### config.mk
export PLATFORM = sky130hd
export DESIGN_NAME = alu_seq_flat
export DESIGN_NICKNAME = d
export VERILOG_FILES = /design/src/rtl/alu_seq_if.sv /design/src/rtl/alu_seq.sv /design/src/flat_wrapper.sv
export SDC_FILE = /design/constraint.sdc
export NUM_CORES = 1
export LEC_CHECK = 0
export BUFFER_PORTS_ARGS = -buffer_cell sky130_fd_sc_hd__buf_2
export CORE_MARGIN = 4
export CORE_UTILIZATION = 40
export DETAILED_ROUTE_END_ITERATION = 10
export HOLD_SLACK_MARGIN = 0.05
export PLACE_DENSITY = 0.69
export SLEW_MARGIN = 20
export SYNTH_ARGS = -nofsm -noshare
export SYNTH_HDL_FRONTEND = slang
export SYNTH_SLANG_ARGS = --single-unit
### constraint.sdc
create_clock -name CLK -period 4.9 [get_ports CLK]
set_input_delay 1.225 -clock CLK [delete_from_list [all_inputs] [get_ports CLK]]
set_output_delay 1.225 -clock CLK [all_outputs]
set_load 0.05 [all_outputs]
### src/rtl/alu_seq_if.sv
// rtl/alu_seq_if.sv - request/result handshake bundle between the sequencer and alu_seq
interface alu_seq_if #(
  parameter int WIDTH = 8
);
  logic             IN_VALID;
  logic             IN_READY;
  logic [WIDTH-1:0] A;
  logic [WIDTH-1:0] B;
  logic [3:0]       CTRL;
  logic [7:0]       FLAG_IN;
  logic             OUT_VALID;
  logic             OUT_READY;
  logic [WIDTH-1:0] OUT;
  logic [7:0]       FLAG_OUT;
  logic             BUSY;

  modport master (
    output IN_VALID, A, B, CTRL, FLAG_IN, OUT_READY,
    input  IN_READY, OUT_VALID, OUT, FLAG_OUT, BUSY
  );

  modport slave (
    input  IN_VALID, A, B, CTRL, FLAG_IN, OUT_READY,
    output IN_READY, OUT_VALID, OUT, FLAG_OUT, BUSY
  );
endinterface

### src/rtl/alu_seq.sv
// rtl/alu_seq.sv - handshaked ALU; binary ops in one cycle, BCD ADC/SBC one digit per cycle
// Decimal mode and the DEC_RUN state exist only when ALU_DECIMAL_EN is defined.
module alu_seq #(
  parameter int WIDTH = 8
) (
  input logic      CLK,
  input logic      RST,
  alu_seq_if.slave bus
);
  localparam logic [3:0] C_ALU_CTRL_THA = 4'h0;
  localparam logic [3:0] C_ALU_CTRL_AND = 4'h1;
  localparam logic [3:0] C_ALU_CTRL_ORA = 4'h2;
  localparam logic [3:0] C_ALU_CTRL_EOR = 4'h3;
  localparam logic [3:0] C_ALU_CTRL_ADC = 4'h4;
  localparam logic [3:0] C_ALU_CTRL_SBC = 4'h5;
  localparam logic [3:0] C_ALU_CTRL_CMP = 4'h6;
  localparam logic [3:0] C_ALU_CTRL_BIT = 4'h7;
  localparam logic [3:0] C_ALU_CTRL_INC = 4'h8;
  localparam logic [3:0] C_ALU_CTRL_DEC = 4'h9;
  localparam logic [3:0] C_ALU_CTRL_ASL = 4'hA;
  localparam logic [3:0] C_ALU_CTRL_LSR = 4'hB;
  localparam logic [3:0] C_ALU_CTRL_ROL = 4'hC;
  localparam logic [3:0] C_ALU_CTRL_ROR = 4'hD;

  localparam int C_FLAG_SHFT_C = 0;
  localparam int C_FLAG_SHFT_Z = 1;
  localparam int C_FLAG_SHFT_V = 6;
  localparam int C_FLAG_SHFT_N = 7;
  localparam int MSB = WIDTH - 1;

  logic [WIDTH-1:0] out_q;
  logic [7:0]       flag_q;
  logic             out_valid_q;
  logic             busy;
  logic             is_dec;
  logic             in_ready;
  logic             accept;

  logic [WIDTH:0]   sum;
  logic [WIDTH:0]   diff;
  logic [WIDTH:0]   cmp;
  logic [WIDTH-1:0] bin_res;
  logic [7:0]       bin_flags;
  logic             set_nz;

  assign in_ready     = !busy && (!out_valid_q || bus.OUT_READY);
  assign accept       = bus.IN_VALID && in_ready;
  assign bus.IN_READY = in_ready;
  assign bus.OUT_VALID = out_valid_q;
  assign bus.OUT      = out_q;
  assign bus.FLAG_OUT = flag_q;
  assign bus.BUSY     = busy;

  always_comb begin
    sum       = {1'b0, bus.A} + {1'b0, bus.B} + {{WIDTH{1'b0}}, bus.FLAG_IN[C_FLAG_SHFT_C]};
    diff      = {1'b0, bus.A} + {1'b0, ~bus.B} + {{WIDTH{1'b0}}, bus.FLAG_IN[C_FLAG_SHFT_C]};
    cmp       = {1'b0, bus.A} + {1'b0, ~bus.B} + {{WIDTH{1'b0}}, 1'b1};
    bin_res   = bus.A;
    bin_flags = bus.FLAG_IN;
    set_nz    = 1'b1;
    case (bus.CTRL)
      C_ALU_CTRL_THA: set_nz = 1'b0;
      C_ALU_CTRL_AND: bin_res = bus.A & bus.B;
      C_ALU_CTRL_ORA: bin_res = bus.A | bus.B;
      C_ALU_CTRL_EOR: bin_res = bus.A ^ bus.B;
      C_ALU_CTRL_INC: bin_res = bus.A + {{(WIDTH-1){1'b0}}, 1'b1};
      C_ALU_CTRL_DEC: bin_res = bus.A - {{(WIDTH-1){1'b0}}, 1'b1};
      C_ALU_CTRL_ASL: begin
        bin_res = {bus.A[MSB-1:0], 1'b0};
        bin_flags[C_FLAG_SHFT_C] = bus.A[MSB];
      end
      C_ALU_CTRL_LSR: begin
        bin_res = {1'b0, bus.A[MSB:1]};
        bin_flags[C_FLAG_SHFT_C] = bus.A[0];
      end
      C_ALU_CTRL_ROL: begin
        bin_res = {bus.A[MSB-1:0], bus.FLAG_IN[C_FLAG_SHFT_C]};
        bin_flags[C_FLAG_SHFT_C] = bus.A[MSB];
      end
      C_ALU_CTRL_ROR: begin
        bin_res = {bus.FLAG_IN[C_FLAG_SHFT_C], bus.A[MSB:1]};
        bin_flags[C_FLAG_SHFT_C] = bus.A[0];
      end
      C_ALU_CTRL_ADC: begin
        bin_res = sum[MSB:0];
        bin_flags[C_FLAG_SHFT_C] = sum[WIDTH];
        bin_flags[C_FLAG_SHFT_V] = (bus.A[MSB] == bus.B[MSB]) && (sum[MSB] != bus.A[MSB]);
      end
      C_ALU_CTRL_SBC: begin
        bin_res = diff[MSB:0];
        bin_flags[C_FLAG_SHFT_C] = diff[WIDTH];
        bin_flags[C_FLAG_SHFT_V] = (bus.A[MSB] != bus.B[MSB]) && (diff[MSB] != bus.A[MSB]);
      end
      C_ALU_CTRL_CMP: begin
        set_nz = 1'b0;
        bin_flags[C_FLAG_SHFT_C] = cmp[WIDTH];
        bin_flags[C_FLAG_SHFT_Z] = (bus.A == bus.B);
        bin_flags[C_FLAG_SHFT_N] = cmp[MSB];
      end
      C_ALU_CTRL_BIT: begin
        set_nz = 1'b0;
        bin_flags[C_FLAG_SHFT_N] = bus.B[MSB];
        bin_flags[C_FLAG_SHFT_V] = bus.B[MSB-1];
        bin_flags[C_FLAG_SHFT_Z] = ((bus.A & bus.B) == '0);
      end
      default: bin_res = bus.A;
    endcase
    if (set_nz) begin
      bin_flags[C_FLAG_SHFT_N] = bin_res[MSB];
      bin_flags[C_FLAG_SHFT_Z] = (bin_res == '0);
    end
  end

`ifdef ALU_DECIMAL_EN
  localparam int C_FLAG_SHFT_D = 3;
  localparam int DIGITS = WIDTH / 4;
  localparam int KW = $clog2(DIGITS);
  localparam logic [KW-1:0] K_LAST = KW'(DIGITS - 1);

  typedef enum logic {IDLE, DEC_RUN} state_t;
  state_t state_q, state_d;

  logic [WIDTH-1:0] da_q, db_q, dres_q, dres_n;
  logic [7:0]       dflags_q, dec_flags;
  logic [KW-1:0]    k_q;
  logic             dsbc_q, dcy_q, dcy_n, dec_done;
  logic [4:0]       dsum;
  logic [3:0]       dig;

  assign busy     = (state_q == DEC_RUN);
  assign is_dec   = bus.FLAG_IN[C_FLAG_SHFT_D] &&
                    (bus.CTRL == C_ALU_CTRL_ADC || bus.CTRL == C_ALU_CTRL_SBC);
  assign dec_done = busy && (k_q == K_LAST);

  always_comb begin
    state_d = state_q;
    case (state_q)
      IDLE:    if (accept && is_dec) state_d = DEC_RUN;
      DEC_RUN: if (k_q == K_LAST) state_d = IDLE;
      default: state_d = IDLE;
    endcase
  end

  // dcy_q is a carry for ADC and a borrow for SBC
  always_comb begin
    if (dsbc_q) begin
      dsum  = {1'b0, da_q[3:0]} - {1'b0, db_q[3:0]} - {4'b0, dcy_q};
      dcy_n = dsum[4];
      dig   = dcy_n ? dsum[3:0] - 4'd6 : dsum[3:0];
    end else begin
      dsum  = {1'b0, da_q[3:0]} + {1'b0, db_q[3:0]} + {4'b0, dcy_q};
      dcy_n = (dsum > 5'd9);
      dig   = dcy_n ? dsum[3:0] + 4'd6 : dsum[3:0];
    end
    dres_n    = {dig, dres_q[WIDTH-1:4]};
    dec_flags = dflags_q;
    dec_flags[C_FLAG_SHFT_C] = dsbc_q ? !dcy_n : dcy_n;
    dec_flags[C_FLAG_SHFT_N] = dres_n[MSB];
    dec_flags[C_FLAG_SHFT_Z] = (dres_n == '0);
  end

  always_ff @(posedge CLK) begin
    if (RST) begin
      state_q  <= IDLE;
      da_q     <= '0;
      db_q     <= '0;
      dres_q   <= '0;
      dflags_q <= '0;
      k_q      <= '0;
      dsbc_q   <= 1'b0;
      dcy_q    <= 1'b0;
    end else begin
      state_q <= state_d;
      if (accept && is_dec) begin
        da_q     <= bus.A;
        db_q     <= bus.B;
        dres_q   <= '0;
        dflags_q <= bin_flags;
        k_q      <= '0;
        dsbc_q   <= (bus.CTRL == C_ALU_CTRL_SBC);
        dcy_q    <= (bus.CTRL == C_ALU_CTRL_SBC) ? !bus.FLAG_IN[C_FLAG_SHFT_C]
                                                 : bus.FLAG_IN[C_FLAG_SHFT_C];
      end else if (busy) begin
        da_q   <= da_q >> 4;
        db_q   <= db_q >> 4;
        dres_q <= dres_n;
        dcy_q  <= dcy_n;
        k_q    <= k_q + KW'(1);
      end
    end
  end
`else
  assign busy   = 1'b0;
  assign is_dec = 1'b0;
`endif

  always_ff @(posedge CLK) begin
    if (RST) begin
      out_q       <= '0;
      flag_q      <= '0;
      out_valid_q <= 1'b0;
    end else if (accept && !is_dec) begin
      out_q       <= bin_res;
      flag_q      <= bin_flags;
      out_valid_q <= 1'b1;
`ifdef ALU_DECIMAL_EN
    end else if (dec_done) begin
      out_q       <= dres_n;
      flag_q      <= dec_flags;
      out_valid_q <= 1'b1;
`endif
    end else if (bus.OUT_READY) begin
      out_valid_q <= 1'b0;
    end
  end
endmodule

### src/flat_wrapper.sv
// flat-port wrapper written by rule: the top's interface ports become plain ports
module alu_seq_flat 
#(
  parameter int WIDTH = 8
)
  (CLK, RST, bus_IN_VALID, bus_A, bus_B, bus_CTRL, bus_FLAG_IN, bus_OUT_READY, bus_IN_READY, bus_OUT_VALID, bus_OUT, bus_FLAG_OUT, bus_BUSY);
  alu_seq_if #(.WIDTH(WIDTH)) bus_i ();
  input logic CLK;
  input logic RST;
  input wire logic [$bits(bus_i.IN_VALID)-1:0] bus_IN_VALID;
  input wire logic [$bits(bus_i.A)-1:0] bus_A;
  input wire logic [$bits(bus_i.B)-1:0] bus_B;
  input wire logic [$bits(bus_i.CTRL)-1:0] bus_CTRL;
  input wire logic [$bits(bus_i.FLAG_IN)-1:0] bus_FLAG_IN;
  input wire logic [$bits(bus_i.OUT_READY)-1:0] bus_OUT_READY;
  output wire logic [$bits(bus_i.IN_READY)-1:0] bus_IN_READY;
  output wire logic [$bits(bus_i.OUT_VALID)-1:0] bus_OUT_VALID;
  output wire logic [$bits(bus_i.OUT)-1:0] bus_OUT;
  output wire logic [$bits(bus_i.FLAG_OUT)-1:0] bus_FLAG_OUT;
  output wire logic [$bits(bus_i.BUSY)-1:0] bus_BUSY;
  assign bus_i.IN_VALID = bus_IN_VALID;
  assign bus_i.A = bus_A;
  assign bus_i.B = bus_B;
  assign bus_i.CTRL = bus_CTRL;
  assign bus_i.FLAG_IN = bus_FLAG_IN;
  assign bus_i.OUT_READY = bus_OUT_READY;
  assign bus_IN_READY = bus_i.IN_READY;
  assign bus_OUT_VALID = bus_i.OUT_VALID;
  assign bus_OUT = bus_i.OUT;
  assign bus_FLAG_OUT = bus_i.FLAG_OUT;
  assign bus_BUSY = bus_i.BUSY;
  alu_seq #(.WIDTH(WIDTH)) u_core (.CLK(CLK), .RST(RST), .bus(bus_i));
endmodule
### After elaboration in Yosys (flattened, before gate mapping)

Index checks and enable logic that the tools add are counted.

* flip-flop bits (word level): 17
* bits in latches: 0
* memory bits (writable): 0
* ROM bits: 0
* bits of input ports: 32
* output and inout port bits: 19
* word-level logic and storage cells: 53
* memories: 0

* $add $sub $neg: 7
* multipliers: 0
* div/mod/pow operators: 0
* magnitude comparators: 0
* equality and inequality tests: 18
* shift operators: 0
* multiplexer cells: 9
* bitwise gates (word level): 4
* reduce and logical (&&, ||, !) cells: 12

Operators with widths (number)
* case mux 8 bit (11 select lines): 1
* == test 4 bit, second input constant: 6
* adder 8 x 8 -> 9 bit: 2
* adder 9 x 1 -> 9 bit: 2
* == test 4 x 3 -> 1 bit, second input constant: 4
* zero test 8 bit: 2
* adder 9 x 1 -> 9 bit, second input constant: 1
* adder 8 x 1 -> 8 bit, second input constant: 1
* bitwise AND 8 bit: 1
* == test 4 x 2 -> 1 bit, second input constant: 2
* == test 8 bit: 1
* inverter 8 bit: 1
* OR 8 bit: 1
* subtractor 8 x 1 -> 8 bit, second input constant: 1
* XOR 8 bit: 1
* case mux 1 bit (5 select lines): 1
* == test 4 x 1 -> 1 bit, second input constant: 1
* zero test 4 bit: 1
* two-way mux 1 bit: 4
* case mux 1 bit (2 select lines): 2
* OR reduction 2 bit: 2
* logical AND 1 bit: 3
* inequality test 1 bit: 3
* case mux 1 bit (3 select lines): 1
* 5 further kinds: 5

### Longest topological paths before layout

Gate-level depths: netlist of run 1.

* depth in word-level cells: 6
* gate-level depth with buffers: 13

### Worst setup path after synthesis of run 1

Ideal clock, no wire load.

* path type: input port to flip-flop
* start: in bus_CTRL[3]
* end: reg u_core.flag_q[7] (netlist: u_core.bus.FLAG_OUT[7])
* setup time: 96 ps
* arrival time: 3974 ps
* required time: 4804 ps
* path slack: 830 ps
* stages: 13
* buffers on the path: 3
* cell sequence: clkbuf_1 clkbuf_1 buf_4 and3_1 ha_1 a211oi_1 nor4_1 o21a_1 o31a_1 and3_1 o31ai_2 a21boi_1 o41ai_2

* cells in the longest elaborated chain, start to end: 3

Ends and longest elaborated chain
* from (decl): line flat_wrapper.sv:13 `input wire logic [$bits(bus_i.CTRL)-1:0] bus_CTRL;`
* == test 4 x 3 -> 1 bit, or another cell as far along: line alu_seq.sv:61 `case (bus.CTRL)`
* case mux 8 bit (11 select lines), or another cell as far along: line alu_seq.sv:61
* two-way mux 1 bit (*): line alu_seq.sv:108 `if (set_nz) begin`
* to (signal assigned): line alu_seq.sv:204 `flag_q <= bin_flags;`
* to (decl): line alu_seq.sv:32 `logic [7:0] flag_q;`

Every way passes the cells marked *; elsewhere a longest branch is shown, timed or not.
A chain may end at the register's enable or synchronous reset.

### Worst setup path in the final report of run 1

* start: in bus_CTRL[2]
* end: reg u_core.flag_q[7] (netlist: u_core.bus.FLAG_OUT[7])

The elaborated chain is that of the path after synthesis.

==> results of run 1 <==
==> metal layers <==
metal	up-vias	GRT usage
li1	1633	-
met1	1585	0.302
met2	188	0.353
met3	40	0.0281
met4	0	0.0829
met5	-	0
==> cells by family after synthesis <==
family / Yosys count / synth area share
muxes: 9 / 0.0299
DFF: 17 / 0.110
and+or+nand+nor: 153 / 0.243
other: 1 / 0.00121
buffers and inverters: 58 / 0.0865
AOI/OAI and AO/OA: 138 / 0.319
xor gates and xnor gates: 18 / 0.0554
adders and majority gates: 36 / 0.155
==> power groups by stage <==
stage          clock [mW]  sequential [mW]  combinational [mW]
5_1_grt             0.115            0.155               0.402
6_report            0.107            0.154               0.371
3_3_place_gp            0            0.156               0.360
4_1_cts             0.108            0.154               0.365
2_1_floorplan           0            0.193               0.239
3_5_place_dp            0            0.157               0.364
==> placed cells by master, fill, tap and decap left out, types with 4 or more instances in the layout <==
master and n:
nand2b_1 6, xor2_1 7, o22ai_1 5, dfxtp_1 17, nor4_1 8, nor2_1 35
o21ai_0 18, nor2b_1 10, a221oi_1 6, nor3_1 15, a21oi_1 35, fa_1 4
xnor2_1 10, inv_1 28, buf_4 5, o21a_1 7, a211oi_1 10, a31oi_1 5
o21bai_1 4, nand2_1 45, buf_2 49, ha_1 32, and3_1 4, nand3_1 9
mux2i_1 7
==> critical path: stages <==
cell,delay (ns)
buf_2,0.10
nor2_1,0.54
and3_1,0.47
ha_1,0.31
a211oi_1,0.47
nor4_1,0.17
o21a_1,0.22
o31a_1,0.29
and3_1,0.21
o31ai_2,0.07
a21boi_1,0.16
o41ai_2,0.29
==> metrics by stage <==
step	hold slack [ns]	area, um2	std cells	setup WS, ns
after CTS	0.455	3390	558	0.508
after global routing	0.482	3390	558	0.395
after floorplan	0.667	3090	430	0.830
after global placement	0.439	3340	554	0.354
after detailed placement	0.446	3340	554	0.271
final	0.453	3390	558	0.527
==> cell type report <==
class,instances,area [um2]
repair buffers,54,283
fillers,774,3980
well taps,99,124
clock inverters,1,5.00
inverters,29,109
clock buffers,3,41.3
multi-input cells,355,2490
flip-flops and latches,17,340
==> how the worst min path moves through the flow <==
stage	from	endpoint	slack (ns)	cells after the start
floorplan	u_core.bus.OUT[7]$_SDFFE_PP0P_	u_core.bus.OUT[7]$_SDFFE_PP0P_	0.67	2
global placement	u_core.bus.FLAG_OUT[3]$_SDFFE_PP0P_	u_core.bus.FLAG_OUT[3]$_SDFFE_PP0P_	0.44	2
global route	u_core.bus.OUT[3]$_SDFFE_PP0P_	u_core.bus.OUT[3]$_SDFFE_PP0P_	0.48	2
detailed placement	u_core.bus.OUT[3]$_SDFFE_PP0P_	u_core.bus.OUT[3]$_SDFFE_PP0P_	0.45	2
CTS	u_core.bus.OUT[3]$_SDFFE_PP0P_	u_core.bus.OUT[3]$_SDFFE_PP0P_	0.45	2
finish	u_core.bus.OUT[3]$_SDFFE_PP0P_	u_core.bus.OUT[3]$_SDFFE_PP0P_	0.45	2
==> flip-flops by register name, summed over array words and instances, names as in the netlist <==
register	flops
u_core.bus.OUT_VALID	1
u_core.bus.OUT	8
u_core.bus.FLAG_OUT	8
==> run metrics, run 1 <==
Seq cells post-synth 17; clock buffer count from CTS 3; Resized cells post-CTS 0; Pint ~0.34 mW; clock skew between 0.002 and 0.003 ns; Starting Density 0.420; die area slightly above 9000 um2; Post-Route Utilization 0.460; IO buf count 49; TritonRoute pass-1 iters 6; IO Pins 51; post-CTS setup buffer count 0; Max FO, Critical Path 7; Sw Share 0.467; worst reg-to-reg setup slack 2.98 ns; VDD IR-drop max 0.103 mV; Core Box Area roughly 7400 um2; initial antenna violation count 0; Antenna Nets Post-Route 0; htree depth 1; Req. time, crit path approximately 5.1 ns; worst-skew pair later-pin latency ~0.25 ns; Post-Route WL 10,100 um; post-synth top area share 0.129; ys async rst share 0; vias in the first global route 3,215; Synth area leaders ha_1 13%, dfxtp_1 11%, a21oi_1 5.7%; setup violators final 0; crit end category flop; dpl hpwl around 7700 um; Clock Power Share 0.169; Die Wd about 96 um; final max-slew violation count 0; cts hold-fix bufs 0; setup TNS 0 ns; worst setup path class input pin to flop; Placer Congestion approximately 0.93; leakage 1.46 nW; sequential share of the synthesized area 0.110; CP startpoint bus_CTRL[2]; Syn Nets about 500; max_cap viols 0; Crit Reg-Reg Endpoint u_core.bus.FLAG_OUT[1]$_SDFFE_PP0P_; clk slew on worst S/H paths ~0.070 ns; total power between 0.6 and 0.7 mW; Yosys Warn Count 0; drt drc 0; synth unique cells 70; WP data arrival roughly 4.5 ns; CTS tree built; Final Hold Viols 0; status finished clean; PwrDens approximately 190 nW/um2; CP startpoint kind input pin; wire per inst 18.1 um; maximum number of pins on one net before global-route repair 39; global-route wire length before repair 16,100 um; wire length on met2 4540 um; most numerous cell in the Yosys netlist nand2_1; Post-synth EDFFs 0; Avg Inst Size Synth between 7 and 8 um2; deepest clock path buffer count 2; Switch Pwr 0.295 mW; DR iter-0 viols 393; cell area after synthesis 3090 um2; Combinational Power Share 0.588; cell count after synthesis 430; met3 wire len 852 um; share of layout cells above drive strength 1 0.155; post-synth top area cell ha_1; CTS Sinks 17; Max Used Layer met4; met1 WL 4350 um; synth cell count leaders 45 x nand2_1, 35 x a21oi_1, 35 x nor2_1; Final period util 0.892; global route total overflow 0; Die Span Y around 96 um; min-delay worst type flop to flop; Worst Max-Slew Pin Slew 0.799 ns; worst setup path end u_core.bus.FLAG_OUT[7]$_SDFFE_PP0P_; Layout Nets between 500 and 600; Ant. Diodes 0; Worst R2R Start u_core.bus.OUT_VALID$_SDFFE_PP0P_; total track usage 0.221; crit path time final ~4.4 ns; area delta synth->final 9.50%; clock root buffer clkbuf_8; RSZ-0062 raised after global routing false; Flop pwr share 0.243; via/cell ratio just over 6; cells on worst reg2reg path 6; Fmax achieved approximately 230 MHz; DR vias ~3,400; row count 31; leading register cell type out of synthesis dfxtp_1; relative slew slack 0.466
Power figures use the tool's default switching activity.
==> run 2, diff against run 1 <==
--- a/config.mk
+++ b/config.mk
@@ -7,11 +7,10 @@
 export LEC_CHECK = 0
 export BUFFER_PORTS_ARGS = -buffer_cell sky130_fd_sc_hd__buf_2
 export CORE_MARGIN = 4
-export CORE_UTILIZATION = 40
+export CORE_UTILIZATION = 58
 export DETAILED_ROUTE_END_ITERATION = 10
 export HOLD_SLACK_MARGIN = 0.05
-export PLACE_DENSITY = 0.69
-export SLEW_MARGIN = 20
+export PLACE_DENSITY = 0.91
 export SYNTH_ARGS = -nofsm -noshare
 export SYNTH_HDL_FRONTEND = slang
 export SYNTH_SLANG_ARGS = --single-unit
==> run 2 against run 1 <==
Power shrank 1.6%. Register-to-register slack gained 0.13 ns. Via count grew 0.90%. Die area shrank 29%. Sequential share of layout area is 0.067 points higher. Routed wire length fell by 6.7%. Clock-buffer cell count is 1 higher. Cell area down 0.66%. Clock power shrank 7%. Critical path type unchanged. Highest routed layer unchanged.
==> run metrics, run 2 (synthesis gave the netlist of run 1 again) <==
max_cap viols 0 (unchanged); drt drc 0 (unchanged); row count 26 (-16%); leakage 1.47 nW (+0.45%); TritonRoute pass-1 iters 6 (unchanged); CP most frequent cell and3_1; Antenna Nets Post-Route 0 (unchanged); post-CTS setup buffer count 0 (unchanged); vias in the first global route 3,047 (-5.2%); relative slew slack 0.538 (+0.0715); global route total overflow 0 (unchanged); Resized cells post-CTS 0 (unchanged); wire per inst 17.7 um (-2.0%); setup TNS 0 ns (unchanged); crit-path max cell delay 0.49 ns (-0.05 ns); PwrDens 185 nW/um2 (-0.92%); die area 6570 um2 (-29%); area delta synth->final 8.77%; cells on worst reg2reg path 6 (unchanged); Combinational Power Share 0.591 (+0.003); RSZ-0062 raised after global routing false; clock buffer count from CTS 3 (unchanged); placed cell area 3320 um2 (-0.64%); Top delay family on crit path compound AO/OA/AOI/OAI gates; global-route wire length before repair 14,900 um (-7.3%); WP data arrival 4.49 ns (-0.04 ns); clock root buffer clkbuf_8; Final Hold Viols 0 (unchanged); Clock Power Share 0.161 (-0.008); CTS Sinks 17 (unchanged); Ant. Diodes 0 (unchanged); Hold Path Stages 2 (unchanged); worst setup path class input pin to flop; CP startpoint kind input pin; Post-Route WL 9400 um (-6.7%); Worst R2R Start u_core.bus.OUT_VALID$_SDFFE_PP0P_; Die Span Y 81.0 um (-16%); post-route setup slack 0.568 ns (+0.0407 ns); share of layout cells above drive strength 1 0.156 (+0.00150); slowest cell on the critical path a211oi_1; initial antenna violation count 0 (unchanged); status finished clean; clock skew 0.00357 ns (+0.000654 ns); non-filler cells, final 531 (-4.8%); Core Box Area 5140 um2 (-30%); Placed Cells 527 (-4.9%); CP startpoint bus_CTRL[2]; Pint 0.338 mW (+0.45%); VDD IR-drop max 0.145 mV (+40%); deepest clock path buffer count 2 (unchanged); Crit Reg-Reg Endpoint u_core.bus.FLAG_OUT[1]$_SDFFE_PP0P_; final max-slew violation count 0 (unchanged); worst-skew pair later-pin latency 0.25 ns (about the same); IO buf count 49 (unchanged); total power 0.621 mW (-1.6%); post-place setup slack 0.419 ns (+0.147 ns); Final period util 0.884 (-0.00830); crit end category flop; worst setup path end u_core.bus.FLAG_OUT[7]$_SDFFE_PP0P_; WP depth 12 (unchanged); Sw Share 0.456 (-0.0110); cts hold-fix bufs 0 (unchanged); htree depth 1 (unchanged); CTS tree built; Flop pwr share 0.248 (+0.005); min-delay worst type flop to flop; Req. time, crit path 5.05 ns (about the same); Max FO, Critical Path 7 (unchanged); DR iter-0 viols 443 (+13%); crit path time final 4.33 ns (-0.0407 ns); crit path cell chain buf_2 > nor2_1 > and3_1 > ha_1 > a211oi_1 > nor4_1 > o21a_1 > o31a_1 > and3_1 > o31ai_2 > a21boi_1 > o41ai_2; dpl hpwl 7160 um (-7.2%); Buf/Inv on CP 1 (unchanged); clk slew on worst S/H paths 0.06 ns (about the same); commonest non-fill, non-tap cell in the layout buf_2; Fmax achieved 231 MHz (+0.94%); post-route cell area 3370 um2 (-0.66%); Switch Pwr 0.284 mW (-3.9%); worst reg-to-reg setup slack 3.11 ns (+0.13 ns); via/cell ratio 6.55 (+6.0%); DR vias 3,477 (+0.90%); most frequent cells in the layout 49 x buf_2, 45 x nand2_1, 35 x nor2_1, 35 x a21oi_1, 32 x ha_1; Layout Nets 530 (+0.38%); Die Wd 81.0 um (-16%); IO Pins 51 (unchanged); Worst Max-Slew Pin Slew 0.693 ns (-0.106 ns); total track usage 0.283 (+0.0623); maximum number of pins on one net before global-route repair 39 (unchanged); Starting Density 0.602 (+0.182); setup violators final 0 (unchanged); Placer Congestion 0.986 (+6.2%)
[run 2: worst min-delay path by stage]
stage	from	to	slack, ns
after floorplan	u_core.bus.OUT[7]$_SDFFE_PP0P_	u_core.bus.OUT[7]$_SDFFE_PP0P_	0.67
after global placement	u_core.bus.OUT[7]$_SDFFE_PP0P_	u_core.bus.OUT[7]$_SDFFE_PP0P_	0.44
after detailed placement	u_core.bus.FLAG_OUT[3]$_SDFFE_PP0P_	u_core.bus.FLAG_OUT[3]$_SDFFE_PP0P_	0.45
after CTS	u_core.bus.FLAG_OUT[3]$_SDFFE_PP0P_	u_core.bus.FLAG_OUT[3]$_SDFFE_PP0P_	0.46
after global routing	u_core.bus.FLAG_OUT[3]$_SDFFE_PP0P_	u_core.bus.FLAG_OUT[3]$_SDFFE_PP0P_	0.48
final	u_core.bus.FLAG_OUT[4]$_SDFFE_PP0P_	u_core.bus.FLAG_OUT[4]$_SDFFE_PP0P_	0.46
[run 2: worst register-to-register path, stage by stage, from the launching register on]
cell and delay, ns:
dfxtp_1 0.30, nand2b_1 0.11, and2_1 0.54, o21bai_1 0.12
nor4_1 0.26, nor3b_1 0.23, a31o_2 0.17
[run 2: layout make-up]
cell class	instances	area, um2
timing repair buffer	56	298
sequential	17	340
tap	70	87.6
clock buffer	4	45.0
inverter	29	109
multi-input combinational	355	2490
fill	472	1770
[run 2: metal layers]
metal | wire, um | vias up | part of all wire | global-route usage
li1 | - | 1632 | - | -
met1 | 4000 | 1636 | 0.43 | 0.380
met2 | 4410 | 188 | 0.47 | 0.485
met3 | 799 | 21 | 0.085 | 0.0122
met4 | 183 | 0 | 0.019 | 0.0929
met5 | 0 | - | 0 | 0
[run 2: power groups by stage]
stage	registers [mW]	logic, mW	clock network, mW
6_report	0.154	0.367	0.100
5_1_grt	0.155	0.398	0.106
4_1_cts	0.154	0.360	0.101
3_5_place_dp	0.157	0.358	0
3_3_place_gp	0.156	0.353	0
2_1_floorplan	0.193	0.239	0
[run 2: through the flow]
step           hold slack (ns)   util
6_report                 0.456  0.655
2_1_floorplan            0.667      -
3_5_place_dp             0.450  0.646
3_3_place_gp             0.438  0.646
4_1_cts                  0.458  0.655
5_1_grt                  0.482  0.655
